$ cat src/rtl/snd_dmactrl.sv
// Playback DMA controller: bursts sample words from memory into the I2S sample FIFO and sequences
// converter commands. Define SND_DMACTRL_STAT_EN to add the STAT_UNDERRUN counter output.
module snd_dmactrl #(
    parameter int unsigned BURST_LEN  = 16,
    parameter int unsigned FIFO_DEPTH = 1024,
    parameter int unsigned CMD_HOLD   = 16
) (
    input  logic        ACLK,
    input  logic        ARESETN,
    input  logic        CTRL_START,
    input  logic        CTRL_PAUSE,
    input  logic        CTRL_STOP,
    input  logic [31:0] CFG_BASEADDR,
    input  logic [28:0] CFG_DATASIZE,
    input  logic        CFG_LOOP,
    output logic        RD_REQ,
    output logic [31:0] RD_ADDR,
    output logic [7:0]  RD_LEN,
    input  logic        RD_ACK,
    input  logic        RD_VALID,
    input  logic [31:0] RD_DATA,
    input  logic        RD_LAST,
    input  logic [10:0] FIFO_WRCNT,
    output logic        FIFO_WR,
    output logic [31:0] FIFO_DIN,
    output logic        FIFO_RST,
    output logic [1:0]  SND_COMMAND,
    output logic [28:0] SND_DATASIZE,
    output logic        SND_LOOP,
    output logic        STATUS_BUSY,
    output logic        STATUS_PAUSED,
    output logic        DONE_IRQ
`ifdef SND_DMACTRL_STAT_EN
    ,
    output logic [15:0] STAT_UNDERRUN
`endif
);

    typedef enum logic [2:0] {
        StIdle,
        StReq,
        StData,
        StWait,
        StPause,
        StFlush
    } state_e;

    localparam logic [1:0]  CmdNone    = 2'b00;
    localparam logic [1:0]  CmdPlay    = 2'b01;
    localparam logic [1:0]  CmdPause   = 2'b10;
    localparam logic [1:0]  CmdReset   = 2'b11;
    localparam logic [10:0] FillMax    = 11'(FIFO_DEPTH - BURST_LEN);
    localparam logic [28:0] BurstWords = 29'(BURST_LEN);
    localparam logic [7:0]  BurstLenM1 = 8'(BURST_LEN - 1);
    localparam logic [15:0] HoldInit   = 16'(CMD_HOLD - 1);

    state_e      state_q, state_d;
    logic [31:0] ptr_q, ptr_d;
    logic [31:0] base_q, base_d;
    logic [28:0] rem_q, rem_d;
    logic [28:0] size_q, size_d;
    logic        loop_q, loop_d;
    logic [31:0] addr_q, addr_d;
    logic [7:0]  len_q, len_d;
    logic        wr_q, wr_d;
    logic [31:0] din_q, din_d;
    logic        done_q, done_d;
    logic        stop_pend_q, stop_pend_d;
    logic        pause_pend_q, pause_pend_d;
    logic [1:0]  flush_cnt_q, flush_cnt_d;
    logic [1:0]  cmd_q;
    logic [15:0] hold_q;
    logic        issue;
    logic [1:0]  issue_code;
    logic [7:0]  len_next;
    logic        stop_eff;
    logic        pause_eff;

    assign len_next  = (rem_q >= BurstWords) ? BurstLenM1 : 8'(rem_q[7:0] - 8'd1);
    assign stop_eff  = stop_pend_q | CTRL_STOP;
    assign pause_eff = pause_pend_q | CTRL_PAUSE;

    always_comb begin
        state_d      = state_q;
        ptr_d        = ptr_q;
        base_d       = base_q;
        rem_d        = rem_q;
        size_d       = size_q;
        loop_d       = loop_q;
        addr_d       = addr_q;
        len_d        = len_q;
        wr_d         = 1'b0;
        din_d        = din_q;
        done_d       = 1'b0;
        stop_pend_d  = stop_pend_q;
        pause_pend_d = pause_pend_q;
        flush_cnt_d  = flush_cnt_q;
        issue        = 1'b0;
        issue_code   = CmdNone;

        unique case (state_q)
            StIdle: begin
                if (CTRL_START) begin
                    size_d     = CFG_DATASIZE;
                    loop_d     = CFG_LOOP;
                    base_d     = CFG_BASEADDR;
                    ptr_d      = CFG_BASEADDR;
                    rem_d      = CFG_DATASIZE;
                    issue      = 1'b1;
                    issue_code = CmdPlay;
                    state_d    = StWait;
                end
            end
            StWait: begin
                if (CTRL_STOP) begin
                    issue       = 1'b1;
                    issue_code  = CmdReset;
                    flush_cnt_d = 2'd0;
                    state_d     = StFlush;
                end else if (CTRL_PAUSE) begin
                    issue      = 1'b1;
                    issue_code = CmdPause;
                    state_d    = StPause;
                end else if (rem_q != 29'd0) begin
                    if (FIFO_WRCNT <= FillMax) begin
                        addr_d  = ptr_q;
                        len_d   = len_next;
                        state_d = StReq;
                    end
                end else if (loop_q) begin
                    ptr_d = base_q;
                    rem_d = size_q;
                end else if (FIFO_WRCNT == 11'd0) begin
                    done_d  = 1'b1;
                    state_d = StIdle;
                end
            end
            StReq: begin
                // An ack in the same cycle as a request means the burst is already committed.
                if (RD_ACK) begin
                    stop_pend_d  = CTRL_STOP;
                    pause_pend_d = CTRL_PAUSE;
                    state_d      = StData;
                end else if (CTRL_STOP) begin
                    issue       = 1'b1;
                    issue_code  = CmdReset;
                    flush_cnt_d = 2'd0;
                    state_d     = StFlush;
                end else if (CTRL_PAUSE) begin
                    issue      = 1'b1;
                    issue_code = CmdPause;
                    state_d    = StPause;
                end
            end
            StData: begin
                stop_pend_d  = stop_eff;
                pause_pend_d = pause_eff;
                if (RD_VALID) begin
                    ptr_d = ptr_q + 32'd4;
                    if (rem_q != 29'd0) begin
                        rem_d = rem_q - 29'd1;
                    end
                    wr_d  = ~stop_eff;
                    din_d = RD_DATA;
                    if (RD_LAST) begin
                        stop_pend_d  = 1'b0;
                        pause_pend_d = 1'b0;
                        if (stop_eff) begin
                            issue       = 1'b1;
                            issue_code  = CmdReset;
                            flush_cnt_d = 2'd0;
                            state_d     = StFlush;
                        end else if (pause_eff) begin
                            issue      = 1'b1;
                            issue_code = CmdPause;
                            state_d    = StPause;
                        end else begin
                            state_d = StWait;
                        end
                    end
                end
            end
            StPause: begin
                if (CTRL_STOP) begin
                    issue       = 1'b1;
                    issue_code  = CmdReset;
                    flush_cnt_d = 2'd0;
                    state_d     = StFlush;
                end else if (CTRL_START && !CTRL_PAUSE) begin
                    issue      = 1'b1;
                    issue_code = CmdPlay;
                    state_d    = StWait;
                end
            end
            StFlush: begin
                if (flush_cnt_q == 2'd2) begin
                    state_d = StIdle;
                end else begin
                    flush_cnt_d = flush_cnt_q + 2'd1;
                end
            end
            default: state_d = StIdle;
        endcase
    end

    always_ff @(posedge ACLK or negedge ARESETN) begin
        if (!ARESETN) begin
            state_q      <= StIdle;
            ptr_q        <= 32'd0;
            base_q       <= 32'd0;
            rem_q        <= 29'd0;
            size_q       <= 29'd0;
            loop_q       <= 1'b0;
            addr_q       <= 32'd0;
            len_q        <= 8'd0;
            wr_q         <= 1'b0;
            din_q        <= 32'd0;
            done_q       <= 1'b0;
            stop_pend_q  <= 1'b0;
            pause_pend_q <= 1'b0;
            flush_cnt_q  <= 2'd0;
        end else begin
            state_q      <= state_d;
            ptr_q        <= ptr_d;
            base_q       <= base_d;
            rem_q        <= rem_d;
            size_q       <= size_d;
            loop_q       <= loop_d;
            addr_q       <= addr_d;
            len_q        <= len_d;
            wr_q         <= wr_d;
            din_q        <= din_d;
            done_q       <= done_d;
            stop_pend_q  <= stop_pend_d;
            pause_pend_q <= pause_pend_d;
            flush_cnt_q  <= flush_cnt_d;
        end
    end

    // A newly issued command always restarts the hold window.
    always_ff @(posedge ACLK or negedge ARESETN) begin
        if (!ARESETN) begin
            cmd_q  <= CmdNone;
            hold_q <= 16'd0;
        end else if (issue) begin
            cmd_q  <= issue_code;
            hold_q <= HoldInit;
        end else if (cmd_q != CmdNone) begin
            if (hold_q == 16'd0) begin
                cmd_q <= CmdNone;
            end else begin
                hold_q <= hold_q - 16'd1;
            end
        end
    end

`ifdef SND_DMACTRL_STAT_EN
    logic [15:0] underrun_q;
    logic        underrun_inc;

    assign underrun_inc = (state_q != StIdle) && (state_q != StPause) && (state_q != StFlush) &&
                          (rem_q != 29'd0) && (FIFO_WRCNT == 11'd0);

    always_ff @(posedge ACLK or negedge ARESETN) begin
        if (!ARESETN) begin
            underrun_q <= 16'd0;
        end else if (state_q == StIdle && CTRL_START) begin
            underrun_q <= 16'd0;
        end else if (underrun_inc && underrun_q != 16'hFFFF) begin
            underrun_q <= underrun_q + 16'd1;
        end
    end

    assign STAT_UNDERRUN = underrun_q;
`endif

    assign RD_REQ        = (state_q == StReq);
    assign RD_ADDR       = addr_q;
    assign RD_LEN        = len_q;
    assign FIFO_WR       = wr_q;
    assign FIFO_DIN      = din_q;
    assign FIFO_RST      = (state_q == StFlush);
    assign SND_COMMAND   = cmd_q;
    assign SND_DATASIZE  = size_q;
    assign SND_LOOP      = loop_q;
    assign STATUS_BUSY   = (state_q != StIdle);
    assign STATUS_PAUSED = (state_q == StPause);
    assign DONE_IRQ      = done_q;

endmodule

$ cat config.mk
export PLATFORM = sky130hd
export DESIGN_NAME = snd_dmactrl
export DESIGN_NICKNAME = d
export VERILOG_FILES = /design/src/rtl/snd_dmactrl.sv
export SDC_FILE = /design/constraint.sdc
export NUM_CORES = 1
export LEC_CHECK = 0
export ABC_CLOCK_PERIOD_IN_PS = 2800
export CAP_MARGIN = 20
export CORE_MARGIN = 2
export CORE_UTILIZATION = 53
export CTS_CLUSTER_SIZE = 10
export DETAILED_ROUTE_END_ITERATION = 16
export GPL_TIMING_DRIVEN = 0
export PLACE_DENSITY = 0.79
export SETUP_SLACK_MARGIN = 0.5
export SYNTH_ARGS = -nofsm -noshare
export SYNTH_HDL_FRONTEND = slang
export SYNTH_SLANG_ARGS = --single-unit
$ cat constraint.sdc
create_clock -name ACLK -period 2.8 [get_ports ACLK]
set_input_delay 0.84 -clock ACLK [delete_from_list [all_inputs] [get_ports ACLK]]
set_output_delay 0.84 -clock ACLK [all_outputs]
set_load 0.05 [all_outputs]
==> impl_metrics.toml <==
[status]
run_status = "finished, final reports clean"

[power]
peakVddDrop_v = 0.000865
leakagePower_nw = 7.04
p_per_area_nw_per_um2 = 1280

[sta]
rsz0062_at_grt = "yes"
max-slew-margin-rel_pct = 45.0
final-hold-violation-count = 0
timing.setup.tns_ns = 0
hold_ws_ns = 0.311
post-route-min-period_ns = 2.46
final_worst_clock_skew_ns = 0.0242
final_number_of_setup_violating_endpoints = 0
final_max_slew_viol_count = 0
crit_share_post_route_pct = 88.0
worstMarginPinSlew_ns = 0.826
maxClockFrequency_ghz = 0.406

[setup_path]
worst-endpoint-required_ns = 1.96
critical_path.startpoint_type = "flop"
worst_ep_arrival_time_ns = 1.62
worstSetupEndpointType = "output port"
critical_path.max_fanout = 7
worst-setup-path-type = "reg -> out"

[global_route]
grt_ovf = 0
grt_pass1_vias = 10484
globalRouteTotalUtil_pct = 34.1
grt_util_met2_pct = 52.7
grt_most_used_layer = "met2"
largest_net_degree_at_the_start_of_global_routing = 121
grt_use_met1_pct = 45.8
grt_antenna_before_repair = 2
grt_pass1_wl_um = 59900
use_met3_pct = 8.80

[finish]
post_route_cells_drive_above_1_share_pct = 26.2
nets = 1535
layout.core_utilization_pct = 75.4
area_growth_pct = 38.6
layout.cell_area.non_filler_sq_um = 16000
layout_commonest_cell = "sky130_fd_sc_hd__dfrtp_1"
layout.cells.most_common_list = "sky130_fd_sc_hd__dfrtp_1 (218), sky130_fd_sc_hd__mux2_2 (128), sky130_fd_sc_hd__clkdlybuf4s50_1 (108)"
fillerInstances = 1536
multiInputGateArea_sq_um = 5940
regArea_sq_um = 5560

[placement]
hpwl_um = 27600
place_congestion = 0.976
dpl_cell_area_sq_um = 14200
port_buffers = 221

[floorplanning]
design.portCount = 223
die_x_um = 152
die_area_sq_um = 23000
row_count = 53
die-height_um = 152
floorplan.initialDensity_pct = 54.4
core_sq_um = 21200

[drt]
detailedRoute.firstIterationViolations = 1424
ant_nets = 0
vias_per_cell = 6.54
routedWlPerCell_um = 23.8
first_pass_detailed_route_iteration_total = 6
drt-total-wl_um = 40500
via_count = 11117
drc_errors = 0

[clock_tree]
tritoncts = "built"
clock_tree.buffer_depth = 3
clkLatencyLatePin_ns = 0.53
cts_made_buffers = 26
cts_root_buf = "sky130_fd_sc_hd__clkbuf_16"
clkSinkCount = 222
clk_pin_slew_worst_setup_hold_paths_ns = 0.06
h-tree-depth = 1

[worst_hold_path]
min-delay-path-class = "in -> async"

[synthesis]
syn-num-nets = 1222
netlist_area_before_placement_sq_um = 11500
async_flop_share_pct = 100
ys_ff_latch = 222
syn_inst = 1104
count_of_flip_flops_with_a_built_in_enable_after_synthesis = 0
synth_flop_cell = "sky130_fd_sc_hd__dfrtp_1"
synthDistinctLibCells = 80
synth_warnings = 0
syn-mean-instance-area_sq_um = 10.5
share_of_the_yosys_chip_area_belonging_to_registers_pct = 48.1

[run]
maxCapViolations = 0
==> flip-flops by register name, summed over array words and instances, names as in the netlist <==
signal        cells
DONE_IRQ          1
FIFO_DIN         32
FIFO_WR           1
RD_ADDR          32
RD_LEN            8
SND_COMMAND       2
SND_DATASIZE     29
SND_LOOP          1
base_q           32
flush_cnt_q       2
hold_q           16
pause_pend_q      1
ptr_q            32
rem_q            29
state_q           3
stop_pend_q       1
==> area by class of cell <==
| class | instances | area share [%] |
|---|---|---|
| diodes | 2 | 0.0313 |
| clock buffers | 34 | 4.45 |
| repair buffers | 285 | 17.0 |
| plain buffers | 80 | 4.02 |
| well taps | 275 | 2.15 |
| multi-input cells | 786 | 37.2 |
| flip-flops and latches | 222 | 34.8 |
| inverters | 16 | 0.399 |
==> per-layer routing <==
metal	vias to the layer above	part of all wire, %	routed length, um
met2	815	44	17900
met1	5351	39	16000
li1	4806	-	-
met3	145	12	4910
met5	-	0	0
met4	0	4.3	1750
==> what timing repair did <==
action                                  CTS  global route
setup buffers                            22            34
pin swaps                                16            30
endpoints found under the setup margin  327           183
hold buffers                              0             0
cloned                                    3             4
resized for setup                       238           146
==> metrics by stage <==
stage / total power, W / instances / setup slack, ns
2_1_floorplan: 0.0128 / 1104 / 0.431
3_3_place_gp: 0.0163 / 1600 / -8.56
3_5_place_dp: 0.0165 / 1601 / -0.499
4_1_cts: 0.0195 / 1660 / 0.238
5_1_grt: 0.0213 / 1699 / 0.274
6_report: 0.0205 / 1700 / 0.337
==> cells in the mapped netlist, types with 5 or more instances <==
cell type / count / area, sq um
sky130_fd_sc_hd__nand2_1: 76 / 285
sky130_fd_sc_hd__or3_1: 5 / 31.3
sky130_fd_sc_hd__mux2_2: 128 / 1440
sky130_fd_sc_hd__o21ai_0: 40 / 200
sky130_fd_sc_hd__buf_4: 6 / 45.0
sky130_fd_sc_hd__ha_1: 5 / 62.6
sky130_fd_sc_hd__buf_2: 23 / 115
sky130_fd_sc_hd__a211o_1: 8 / 70.1
sky130_fd_sc_hd__dfrtp_1: 222 / 5560
sky130_fd_sc_hd__a41oi_1: 6 / 52.6
sky130_fd_sc_hd__or2_2: 5 / 31.3
sky130_fd_sc_hd__inv_1: 16 / 60.1
sky130_fd_sc_hd__and3_1: 36 / 225
sky130_fd_sc_hd__clkbuf_1: 45 / 169
sky130_fd_sc_hd__nor2_1: 58 / 218
sky130_fd_sc_hd__a21oi_1: 56 / 280
sky130_fd_sc_hd__o31ai_1: 26 / 195
sky130_fd_sc_hd__a21o_1: 9 / 67.6
sky130_fd_sc_hd__nor3_1: 16 / 80.1
sky130_fd_sc_hd__o22ai_1: 12 / 75.1
sky130_fd_sc_hd__xor2_1: 12 / 105
sky130_fd_sc_hd__or4_1: 6 / 45.0
sky130_fd_sc_hd__nand3_1: 61 / 305
sky130_fd_sc_hd__o311ai_0: 6 / 52.6
sky130_fd_sc_hd__o41ai_1: 12 / 105
sky130_fd_sc_hd__and2_1: 8 / 50.1
sky130_fd_sc_hd__o211ai_1: 12 / 90.1
sky130_fd_sc_hd__a31oi_1: 10 / 62.6
sky130_fd_sc_hd__nand2b_1: 11 / 68.8
sky130_fd_sc_hd__a22o_1: 37 / 324
sky130_fd_sc_hd__nor4_1: 14 / 87.6
sky130_fd_sc_hd__nand4_1: 33 / 206
==> cell families after synthesis <==
group | synth area share (%)
muxes | 12.7
xor gates and xnor gates | 1.21
DFF | 48.1
and+or+nand+nor | 17.2
AOI/OAI and AO/OA | 16.4
buffers and inverters | 3.76
adders and majority gates | 0.542
==> final timing paths <==
path	to	slack, ns	startpoint	depth (start not counted)
worst max-delay path	STATUS_PAUSED	0.34	state_q[1]	4
worst min-delay path	FIFO_DIN[0]	0.31	ARESETN	1
worst max register to register	rem_q[27]	0.45	rem_q[24]	8
worst min register to register	RD_ADDR[13]	0.47	RD_ADDR[13]	2
max in group asynchronous	ptr_q[2]	1.36	ARESETN	2
min in group ACLK	RD_ADDR[13]	0.47	RD_ADDR[13]	2
==> critical path, cell delays in order, from the launching register on <==
cell,delay [ns]
sky130_fd_sc_hd__dfrtp_2,0.43
sky130_fd_sc_hd__buf_8,0.14
sky130_fd_sc_hd__buf_8,0.13
sky130_fd_sc_hd__nor3_4,0.21
sky130_fd_sc_hd__buf_6,0.19
==> where the power goes <==
group,internal [W],leakage [nW],switching [W]
clock,0.00174,0.347,0.00128
sequential,0.00467,2.74,0.00130
combinational,0.00431,3.96,0.00717
total,0.0107,7.04,0.00975
Power figures use the tool's default switching activity.
